`config.mk`:
```
export PLATFORM = sky130hd
export DESIGN_NAME = irq_ctrl
export DESIGN_NICKNAME = d
export VERILOG_FILES = /design/src/rtl/irq_ctrl.sv
export SDC_FILE = /design/constraint.sdc
export NUM_CORES = 1
export LEC_CHECK = 0
export ABC_AREA = 1
export BUFFER_PORTS_ARGS = -buffer_cell sky130_fd_sc_hd__buf_4
export CAP_MARGIN = 20
export CORE_ASPECT_RATIO = 1.2
export CORE_MARGIN = 4
export CORE_UTILIZATION = 49
export CTS_CLUSTER_SIZE = 20
export DETAILED_ROUTE_END_ITERATION = 7
export GPL_TIMING_DRIVEN = 0
export PLACE_DENSITY_LB_ADDON = 0.25
export SETUP_SLACK_MARGIN = 0.2
export SLEW_MARGIN = 20
export SYNTH_ARGS = -nofsm -noshare
export SYNTH_HDL_FRONTEND = slang
export SYNTH_SLANG_ARGS = --single-unit
```
`constraint.sdc`:
```
create_clock -name clk -period 3.2 [get_ports clk]
set_input_delay 0.64 -clock clk [delete_from_list [all_inputs] [get_ports clk]]
set_output_delay 0.64 -clock clk [all_outputs]
set_load 0.01 [all_outputs]
```
`src/rtl/irq_ctrl.sv`:
```
// Prioritised interrupt controller: IE/IF registers, edge/level capture, vectored acknowledge.
// Flags and IE update one clk after the event or write; irq_n and irq_vec are combinational from registers. No backpressure.
module irq_ctrl #(
    parameter int                 NUM_IRQ    = 5,
    parameter logic [7:0]         VEC_BASE   = 8'h40,
    parameter logic [7:0]         VEC_STRIDE = 8'h08,
    parameter logic [7:0]         NOIRQ_VEC  = 8'h55,
    parameter logic [NUM_IRQ-1:0] EDGE_MASK  = '1
) (
    input  logic               clk,
    input  logic               reset_n,
    input  logic [NUM_IRQ-1:0] src,
    input  logic               ie_sel,
    input  logic               if_sel,
    input  logic               cpu_wr,
    input  logic [7:0]         cpu_di,
    output logic [7:0]         ie_do,
    output logic [7:0]         if_do,
    input  logic               irq_ack,
    output logic               irq_n,
    output logic [7:0]         irq_vec
);

    typedef enum logic {IDLE, ACK} state_t;

    state_t             state;
    logic [NUM_IRQ-1:0] ie_r;
    logic [NUM_IRQ-1:0] if_r;
    logic [NUM_IRQ-1:0] src_d;
    logic [NUM_IRQ-1:0] set_mask;
    logic [NUM_IRQ-1:0] clear_mask;
    logic [NUM_IRQ-1:0] pend;
    logic [NUM_IRQ-1:0] if_base;
    logic [2:0]         ack_idx;
    logic               ack_none;
    logic [2:0]         pidx;
    logic               pvld;

    function automatic logic [7:0] vec_of(input logic [2:0] p);
        logic [7:0] r;
        r = VEC_BASE + {5'd0, p} * VEC_STRIDE;
        return r;
    endfunction

    always_comb begin
        set_mask = src & (~src_d | ~EDGE_MASK);
        pend     = ie_r & if_r;
        if_base  = (if_sel && cpu_wr) ? cpu_di[NUM_IRQ-1:0] : if_r;
    end

    // Scan from the top down so the lowest pending index is the one left standing.
    always_comb begin
        pidx = 3'd0;
        pvld = 1'b0;
        for (int i = NUM_IRQ - 1; i >= 0; i--) begin
            if (pend[i]) begin
                pidx = 3'(i);
                pvld = 1'b1;
            end
        end
    end

    always_comb begin
        clear_mask = '0;
        if (state == ACK && !irq_ack && !ack_none) begin
            for (int i = 0; i < NUM_IRQ; i++) begin
                if (ack_idx == 3'(i)) clear_mask[i] = 1'b1;
            end
        end
    end

    always_ff @(posedge clk or negedge reset_n) begin
        if (!reset_n) begin
            ie_r  <= '0;
            if_r  <= '0;
            src_d <= '0;
        end else begin
            src_d <= src;
            if (ie_sel && cpu_wr) ie_r <= cpu_di[NUM_IRQ-1:0];
            // Events are OR-ed in last so they survive both the ack clear and a CPU write.
            if_r  <= (if_base & ~clear_mask) | set_mask;
        end
    end

    always_ff @(posedge clk or negedge reset_n) begin
        if (!reset_n) begin
            state    <= IDLE;
            ack_idx  <= 3'd0;
            ack_none <= 1'b0;
        end else begin
            case (state)
                IDLE: if (irq_ack) begin
                    ack_idx  <= pidx;
                    ack_none <= !pvld;
                    state    <= ACK;
                end
                ACK: if (!irq_ack) state <= IDLE;
                default: state <= IDLE;
            endcase
        end
    end

    always_comb begin
        if (state == ACK) irq_vec = ack_none ? NOIRQ_VEC : vec_of(ack_idx);
        else              irq_vec = pvld ? vec_of(pidx) : NOIRQ_VEC;
        irq_n = ~|pend;
        ie_do = 8'h00;
        ie_do[NUM_IRQ-1:0] = ie_r;
        if_do = 8'hFF;
        if_do[NUM_IRQ-1:0] = if_r;
    end

endmodule

```
== Yosys cells after proc, flatten, opt, wreduce, memory -nomap -nowiden ==
Cells that the tools add are included.
Storage, ports and cells
  bits in registers: 20
Cells by class
  add/subtract/negate cells: 2
  equal/unequal tests: 4
  muxes and demuxes: 21
  bitwise gates (word level): 7
  reductions and logical operators: 11
Operator list (count)
  2-to-1 mux 8 bit: 3
  adder 7 x 6 -> 8 bit (first input constant): 2
  bitwise AND 5 bit: 3
  2-to-1 mux 3 bit: 5
  2-to-1 mux 1 bit: 11
  2-to-1 mux 5 bit: 2
  NOT 5 bit: 2
  == test 3 x 2 -> 1 bit (second input constant): 2
  bitwise OR 5 bit: 1
  OR reduction 5 bit: 1
  logical AND 1 bit: 4
  zero test 1 bit: 4
  == test 3 x 1 -> 1 bit (second input constant): 1
  == test 3 bit (second input constant): 1
  zero test 3 bit: 1
  AND reduction 2 bit: 1
  NOT 1 bit: 1

== Longest topological paths before layout ==
Gate-level depths: netlist of the first run.
  depth in word-level cells: 9
  mapped depth: 6
  mapped depth without buffers: 5

== Worst setup path after synthesis of the first run ==
Ideal clock, no wire load.
  path type: register -> output
  from: register ie_r[2]
  to: output port irq_vec[2]
  arrival: 1148 ps
  data required time: 2560 ps
  setup slack: 1412 ps
  cell stages (with the launch flop): 7
  buffers on the path: 1
  path through: dfrtp_1 > nand2_1 > nand2_1 > nor2_2 > nand3_1 > o21ai_1 > buf_4
Between the ends
  cells in the longest elaborated chain, start to end: 6
Ends and longest elaborated chain
  start: declaration: RTL line 27  | logic [NUM_IRQ-1:0] ie_r;
  start signal: assignment: RTL line 79  | if (ie_sel && cpu_wr) ie_r <= cpu_di[NUM_IRQ-1:0];
  bitwise AND 5 bit: RTL line 47  | pend = ie_r & if_r;
  2-to-1 mux 1 bit (3 in a row): RTL line 56  | if (pend[i]) begin
  2-to-1 mux 8 bit: RTL line 105  | else irq_vec = pvld ? vec_of(pidx) : NOIRQ_VEC;
  2-to-1 mux 8 bit: RTL line 104  | if (state == ACK) irq_vec = ack_none ? NOIRQ_VEC : vec_of(ack_idx);
  end: declaration: RTL line 21  | output logic [7:0] irq_vec
No other way between the ends.

== Final worst setup path of the first run ==
  from: register ie_r[0]
  to: output port irq_vec[2]
Between the ends
  cells in the longest elaborated chain, start to end: 4
Ends and longest elaborated chain (RTL line)
  bitwise AND 5 bit: 47
  2-to-1 mux 1 bit: 56
  2-to-1 mux 8 bit: 105
  2-to-1 mux 8 bit: 104
No other way between the ends.

==> results.py, run 1 <==
metrics = {
    "global_routing": {
        "grt_max_degree": 21,
        "grt_pass1_wl_um": 3670,
        "antenna_found_initial": 0,
        "globalRoute.totalOverflow": 0,
        "grt.total_usage": 0.162,
        "first_global_vias": 883,
    },
    "power_and_ir_drop": {
        "switching_share": 0.326,
        "internal-power_w": 0.000426,
        "powerDensity_nw_per_um2": 487,
        "power_frac_comb": 0.329,
        "p_leak_nw": 0.716,
        "p_clk_frac": 0.175,
        "p_switching_w": 0.000206,
        "finalPower_w": 0.000632,
        "peakVddDrop_mv": 0.327,
        "power_frac_seq": 0.496,
    },
    "floorplan": {
        "core_area_sq_um": 1870,
        "rows": 17,
        "die_w_um": 49.1,
        "dieArea_sq_um": 2810,
        "start_util": 0.529,
        "pin_count": 44,
        "chipHeight_um": 57.3,
    },
    "yosys": {
        "synth_area_sq_um": 991,
        "synth_warnings": 0,
        "async_reset_ff_frac": 1.00,
        "avgSynthCellArea_sq_um": 7.99,
        "seq_area_frac_synth": 0.505,
        "ys_ff_latch": 20,
        "yosysTopAreaCellShare": 0.505,
        "synth_cell_types": 15,
        "synth-edff-count": 0,
        "syn_inst": 124,
        "synthTopCellsByArea": "dfrtp_1, nand2_1, o21ai_1",
        "synth_commonest_cells": "nand2_1, dfrtp_1, o21ai_1",
        "synth_top_cell_by_area": "dfrtp_1",
        "synth_flop_cell": "dfrtp_1",
        "yosysMostFrequentCell": "nand2_1",
    },
    "routing": {
        "remaining_drc_errors": 0,
        "via_per_inst": 4.85,
        "initialDrtViolationCount": 25,
        "route.vias.total": 892,
        "route.final.wire_length_um": 2110,
        "antenna_left": 0,
        "first_pass_iters": 4,
        "wl_per_cell_um": 11.5,
    },
    "setup_path": {
        "setup.worst_path.class": "flop to output pin",
        "cp_data_required_time_ns": 2.56,
        "path_cells": "nand2_1 -> nand2_1 -> nor2_2 -> nand3_1 -> o21ai_1 -> buf_4 -> buf_4",
        "slowest_delay_ns": 0.40,
        "cpMaxStageDelayCell": "dfrtp_1",
        "crit_path_start_kind": "flop",
        "critPathMaxFanout": 4,
        "cp-end-kind": "output pin",
        "arrival_ns": 1.52,
    },
    "cells_and_area": {
        "ff_latch_area_sq_um": 500,
        "multi_input_area_sq_um": 378,
        "diodes": 0,
        "drive_gt1_frac": 0.303,
        "areaGrowthSynthToFinish_pct": 30.8,
        "fill_cells": 155,
        "stdcell_count": 184,
        "fin_nets": 186,
    },
    "cts": {
        "cts.sinks": 20,
        "post_cts_buffers": 0,
        "clkSlewWorstSetupHoldPaths_ns": 0.10,
        "cts_buffers": 3,
        "tritoncts": "yes",
        "clkLatencyLatePin_ns": 0.29,
        "cts_max_path_buffers": 2,
        "htreeDepth": 1,
        "post_cts_resized": 0,
        "cts_root_buf": "clkbuf_4",
        "cts_hold_buf": 0,
    },
    "timing": {
        "setup_tns_ns": 0,
        "clock.fmax_mhz": 462,
        "fin_crit_sh": 0.676,
        "maxSlewViolCount": 0,
        "period_minus_slack_ns": 2.16,
        "rsz0062_at_grt": "no",
        "setup_viol": 0,
        "finClkSkew_ns": 0.00116,
        "final_hold_viol_count": 0,
    },
    "run": {
        "cap_violations": 0,
    },
    "placed_design": {
        "port_buffers": 31,
        "dp_hpwl_um": 1740,
        "place_congestion": 0.859,
        "dp.cells": 181,
    },
    "run_status": {
        "run_status": "finished clean",
    },
    "worst_hold_path": {
        "min_path_type": "primary input to async pin",
    },
}
-- registers in the layout, indices dropped and copies added, names as in the netlist --
register and flops:
ie_r 5, ack_idx 3, state 1, ack_none 1, src_d 5, if_r 5
-- path summary, 6_finish.rpt --
| path | from | to | slack [ns] | cells after the start |
|---|---|---|---|---|
| max in group asynchronous | reset_n | ie_r[2] | 2.79 | 1 |
| setup reg to reg | ack_none | if_r[2] | 2.13 | 4 |
| hold reg to reg | src_d[0] | if_r[0] | 0.42 | 1 |
| min in group clk | src_d[0] | if_r[0] | 0.42 | 1 |
| hold / removal | reset_n | ack_idx[1] | 0.21 | 1 |
| setup / recovery | ie_r[0] | irq_vec[2] | 1.04 | 7 |
-- placed cells by master, fill, tap and decap left out --
cell      count
nand2_2       1
clkbuf_4      3
nor3_1        1
nor2_2        2
conb_1        9
nand2_1      29
nand3_2       1
o21ai_1      16
dfrtp_1      20
o21ai_0       8
nand3_1      11
inv_2         2
buf_4        41
inv_1        15
nor2_1        5
o21bai_1      1
-- critical path, delay by kind of cell, from the launching register on --
kind / cells / cell delay, ns
AOI/OAI and AO/OA: 1 / 0.11
DFF: 1 / 0.40
buffers and inverters: 2 / 0.23
and+or+nand+nor: 4 / 0.48
-- per-stage QoR --
step           setup slack, ns  area, sq um  hold slack, ns  utilization
6_report                  1.04         1300           0.207        0.693
3_3_place_gp              1.39         1270           0.396        0.680
4_1_cts                   1.02         1300           0.209        0.693
3_5_place_dp              1.35         1270           0.414        0.680
2_1_floorplan             1.41         1020           0.344            -
5_1_grt                  0.868         1300           0.214        0.693
-- layer usage --
layer  global-route usage  vias up  wire, um
met1                0.180      399       816
met4               0.0692        0        31
met3               0.0261        4       143
met5                    0        -         0
li1                     -      457         -
met2                0.300       32      1120
-- logic make-up (layout without fill, tap and decap cells) --
family	count (synthesis)	count (layout)	synth area share
other	2	9	0.00758
AO/OA/AOI/OAI	25	25	0.129
AND/OR/NAND/NOR	50	50	0.218
buffers and inverters	27	61	0.140
flip-flops	20	20	0.505
-- power by group through the flow --
stage	Clock, W	Sequential [W]	Combinational, W
after floorplan	0	0.000320	0.000111
after global placement	0	0.000316	0.000204
after detailed placement	0	0.000318	0.000210
after CTS	0.000115	0.000313	0.000210
after global routing	0.000124	0.000318	0.000234
final	0.000110	0.000313	0.000208
-- final cells by class --
cell class / instances / share of cell area
Timing Repair Buffer: 31 / 0.180
Inverter: 17 / 0.0492
Multi-Input combinational cell: 84 / 0.292
Clock buffer: 3 / 0.0174
Sequential cell: 20 / 0.386
Tap cell: 19 / 0.0183
Buffer: 10 / 0.0579
Note: power is estimated with default switching activity, not from simulation.
==> run 2, diff against run 1 <==
ABC_AREA = 0   (was 1)
CORE_UTILIZATION = 46   (was 49)
clock period = 2.2 ns   (was 3.2 ns; I/O delays follow)
==> results.py, run 2 <==
metrics = {
    "run_status": {
        "run_status": "finished clean",
    },
    "cts": {
        "cts_root_buf": "clkbuf_4",
        "cts.sinks": 20,
        "clkSlewWorstSetupHoldPaths_ns": 0.11,
        "cts_buffers": 3,
        "htreeDepth": 1,
        "tritoncts": "yes",
        "clkLatencyLatePin_ns": 0.30,
        "cts_max_path_buffers": 2,
    },
    "setup_path": {
        "r2r_slack_ns": 0.77,
        "arrival_ns": 1.53,
        "rr_endpoint": "if_r[2]",
        "crit_path_start_kind": "flop",
        "cp_data_required_time_ns": 1.76,
        "critPathMaxFanout": 4,
        "rr_worst_depth": 3,
        "setup.worst_path.class": "flop to output pin",
        "rr_startpoint": "ack_none",
        "cp-end-kind": "output pin",
        "crit_start": "ie_r[2]",
    },
    "worst_hold_path": {
        "min_to": "src_d[0]",
        "worstHoldStart": "src[0]",
        "min_path_type": "primary input to flop",
        "min_path_cells": 1,
    },
    "yosys": {
        "yosys-mux-area-fraction": 0.107,
        "seq_area_frac_synth": 0.504,
        "syn_inst": 92,
        "synth_warnings": 0,
        "synth_commonest_cells": "dfrtp_1, nand2_1, buf_4",
        "yosysTopAreaCellShare": 0.504,
        "avgSynthCellArea_sq_um": 10.8,
        "synth_cell_types": 25,
        "synth_area_sq_um": 993,
        "synthTopCellsByArea": "dfrtp_1, buf_4, mux2_2",
        "synth-edff-count": 0,
        "synth_flop_cell": "dfrtp_1",
        "synth_top_cell_by_area": "dfrtp_1",
        "synth-simple-area-share": 0.145,
        "synth_top_family_by_area": "simple AND/OR/NAND/NOR gates",
        "ys_ff_latch": 20,
        "synthAdderAreaFrac": 0,
        "synth_compound_area_frac": 0.123,
        "async_reset_ff_frac": 1.00,
        "yosysMostFrequentCell": "dfrtp_1",
        "synth_xor_area_frac": 0,
    },
    "timing": {
        "clock.fmax_mhz": 509,
        "period_minus_slack_ns": 1.97,
        "setup_viol": 0,
        "maxSlewViolCount": 0,
        "setup_tns_ns": 0,
        "rsz0062_at_grt": "yes",
        "fin_crit_sh": 0.894,
        "finClkSkew_ns": 0.00268,
        "final_hold_viol_count": 0,
    },
    "cells_and_area": {
        "most-common-layout-cells": "buf_4, dfrtp_1, nand2_1",
        "largestRegisters": "ie_r x5, if_r x5, src_d x5",
        "stdcell_count": 168,
        "fill_cells": 170,
        "final_common_cell": "buf_4",
        "areaGrowthSynthToFinish_pct": 39.7,
        "drive_gt1_frac": 0.457,
        "fin_nets": 158,
        "diodes": 0,
    },
    "floorplan": {
        "rows": 18,
        "core_area_sq_um": 2050,
        "pin_count": 44,
        "dieArea_sq_um": 2970,
        "start_util": 0.485,
        "die_w_um": 50.4,
        "chipHeight_um": 58.9,
    },
    "routing": {
        "antenna_left": 0,
        "first_pass_iters": 4,
        "via_per_inst": 4.85,
        "route.final.wire_length_um": 2230,
        "route.vias.total": 815,
        "wl_per_cell_um": 13.3,
        "remaining_drc_errors": 0,
        "initialDrtViolationCount": 12,
    },
    "power_and_ir_drop": {
        "p_leak_nw": 0.692,
        "powerDensity_nw_per_um2": 733,
        "peakVddDrop_mv": 0.571,
    },
    "global_routing": {
        "globalRoute.totalOverflow": 0,
        "grt.total_usage": 0.158,
        "antenna_found_initial": 0,
        "first_global_vias": 811,
        "grt_max_degree": 21,
        "grt_pass1_wl_um": 3580,
    },
    "run": {
        "cap_violations": 0,
    },
    "placed_design": {
        "port_buffers": 31,
        "dp_hpwl_um": 1670,
        "dp.cells": 160,
        "place_congestion": 0.834,
    },
}
-- run 2: cell types whose count changed in the layout (fill, tap and decap cells not counted), sizes merged, moves of 4 or more --
cell   delta
buf       +4
inv      -11
o21ai    -21
nand3    -11
mux2      +5
nand2    -19
o22ai     +5
o31ai     +6
nor2      -6
mux2i     +5
-- run 2: layout make-up --
type | instances | area (sq um) | area share
multi-input cells | 61 | 430 | 0.310
inverters | 6 | 22.5 | 0.0162
clock buffers | 4 | 36.3 | 0.0261
flip-flops and latches | 20 | 502 | 0.362
repair buffers | 35 | 269 | 0.194
plain buffers | 12 | 90.1 | 0.0649
well taps | 30 | 37.5 | 0.0271
-- run 2: routing by layer --
metal | global-route usage | vias to the layer above | share of wire
met3 | 0.0380 | 4 | 0.050
met1 | 0.178 | 393 | 0.41
met2 | 0.289 | 22 | 0.53
li1 | - | 396 | -
met4 | 0.0577 | 0 | 0.011
met5 | 0 | - | 0
-- run 2: power by group --
part	total, W	switching, W	internal, W	leakage, nW
clock network	0.000216	0.000115	0.000101	0.0210
registers	0.000481	0.0000647	0.000417	0.232
logic	0.000320	0.000142	0.000178	0.439
total	0.00102	0.000321	0.000695	0.692
-- run 2: critical path, stage by stage, from the launching register on --
cell and delay (ns):
dfrtp_1 0.43, a22oi_2 0.28, nand3_2 0.15, o21ai_2 0.16
buf_4 0.13, buf_6 0.09
-- run 2: timing repair --
| item | 4_1_cts | 5_1_grt |
|---|---|---|
| pin swaps | 1 | 2 |
| endpoints found under the setup margin | 3 | 3 |
| gates resized for setup | 5 | 3 |
| buffers inserted | 0 | 3 |
| hold buffers | 1 | 0 |
| endpoints found under the hold margin | 9 | 0 |
-- run 2: worst max path at each step --
| stage | end | slack, ns |
|---|---|---|
| floorplan | irq_vec[2] | 0.38 |
| global placement | irq_vec[2] | 0.40 |
| detailed placement | irq_vec[2] | 0.34 |
| CTS | irq_vec[2] | 0.21 |
| global route | irq_vec[2] | 0.14 |
| finish | irq_vec[2] | 0.23 |
-- run 2: kinds of logic (layout without fill, tap and decap cells) --
| kind of cell | after synthesis | count (layout) |
|---|---|---|
| AND/OR/NAND/NOR | 24 | 24 |
| flip-flops | 20 | 20 |
| AO/OA/AOI/OAI | 18 | 18 |
| buffers and inverters | 18 | 57 |
| multiplexers | 10 | 10 |
| other | 2 | 9 |
-- run 2: stage by stage --
step           setup slack (ns)  hold slack [ns]  total power [W]  utilization  area (sq um)
3_3_place_gp              0.399            0.329         0.000767        0.629          1290
3_5_place_dp              0.336            0.336         0.000777        0.629          1290
6_report                  0.234            0.244          0.00102        0.677          1390
4_1_cts                   0.214            0.239          0.00100        0.661          1360
5_1_grt                   0.144            0.235          0.00107        0.677          1390
2_1_floorplan             0.383            0.144         0.000633            -          1020
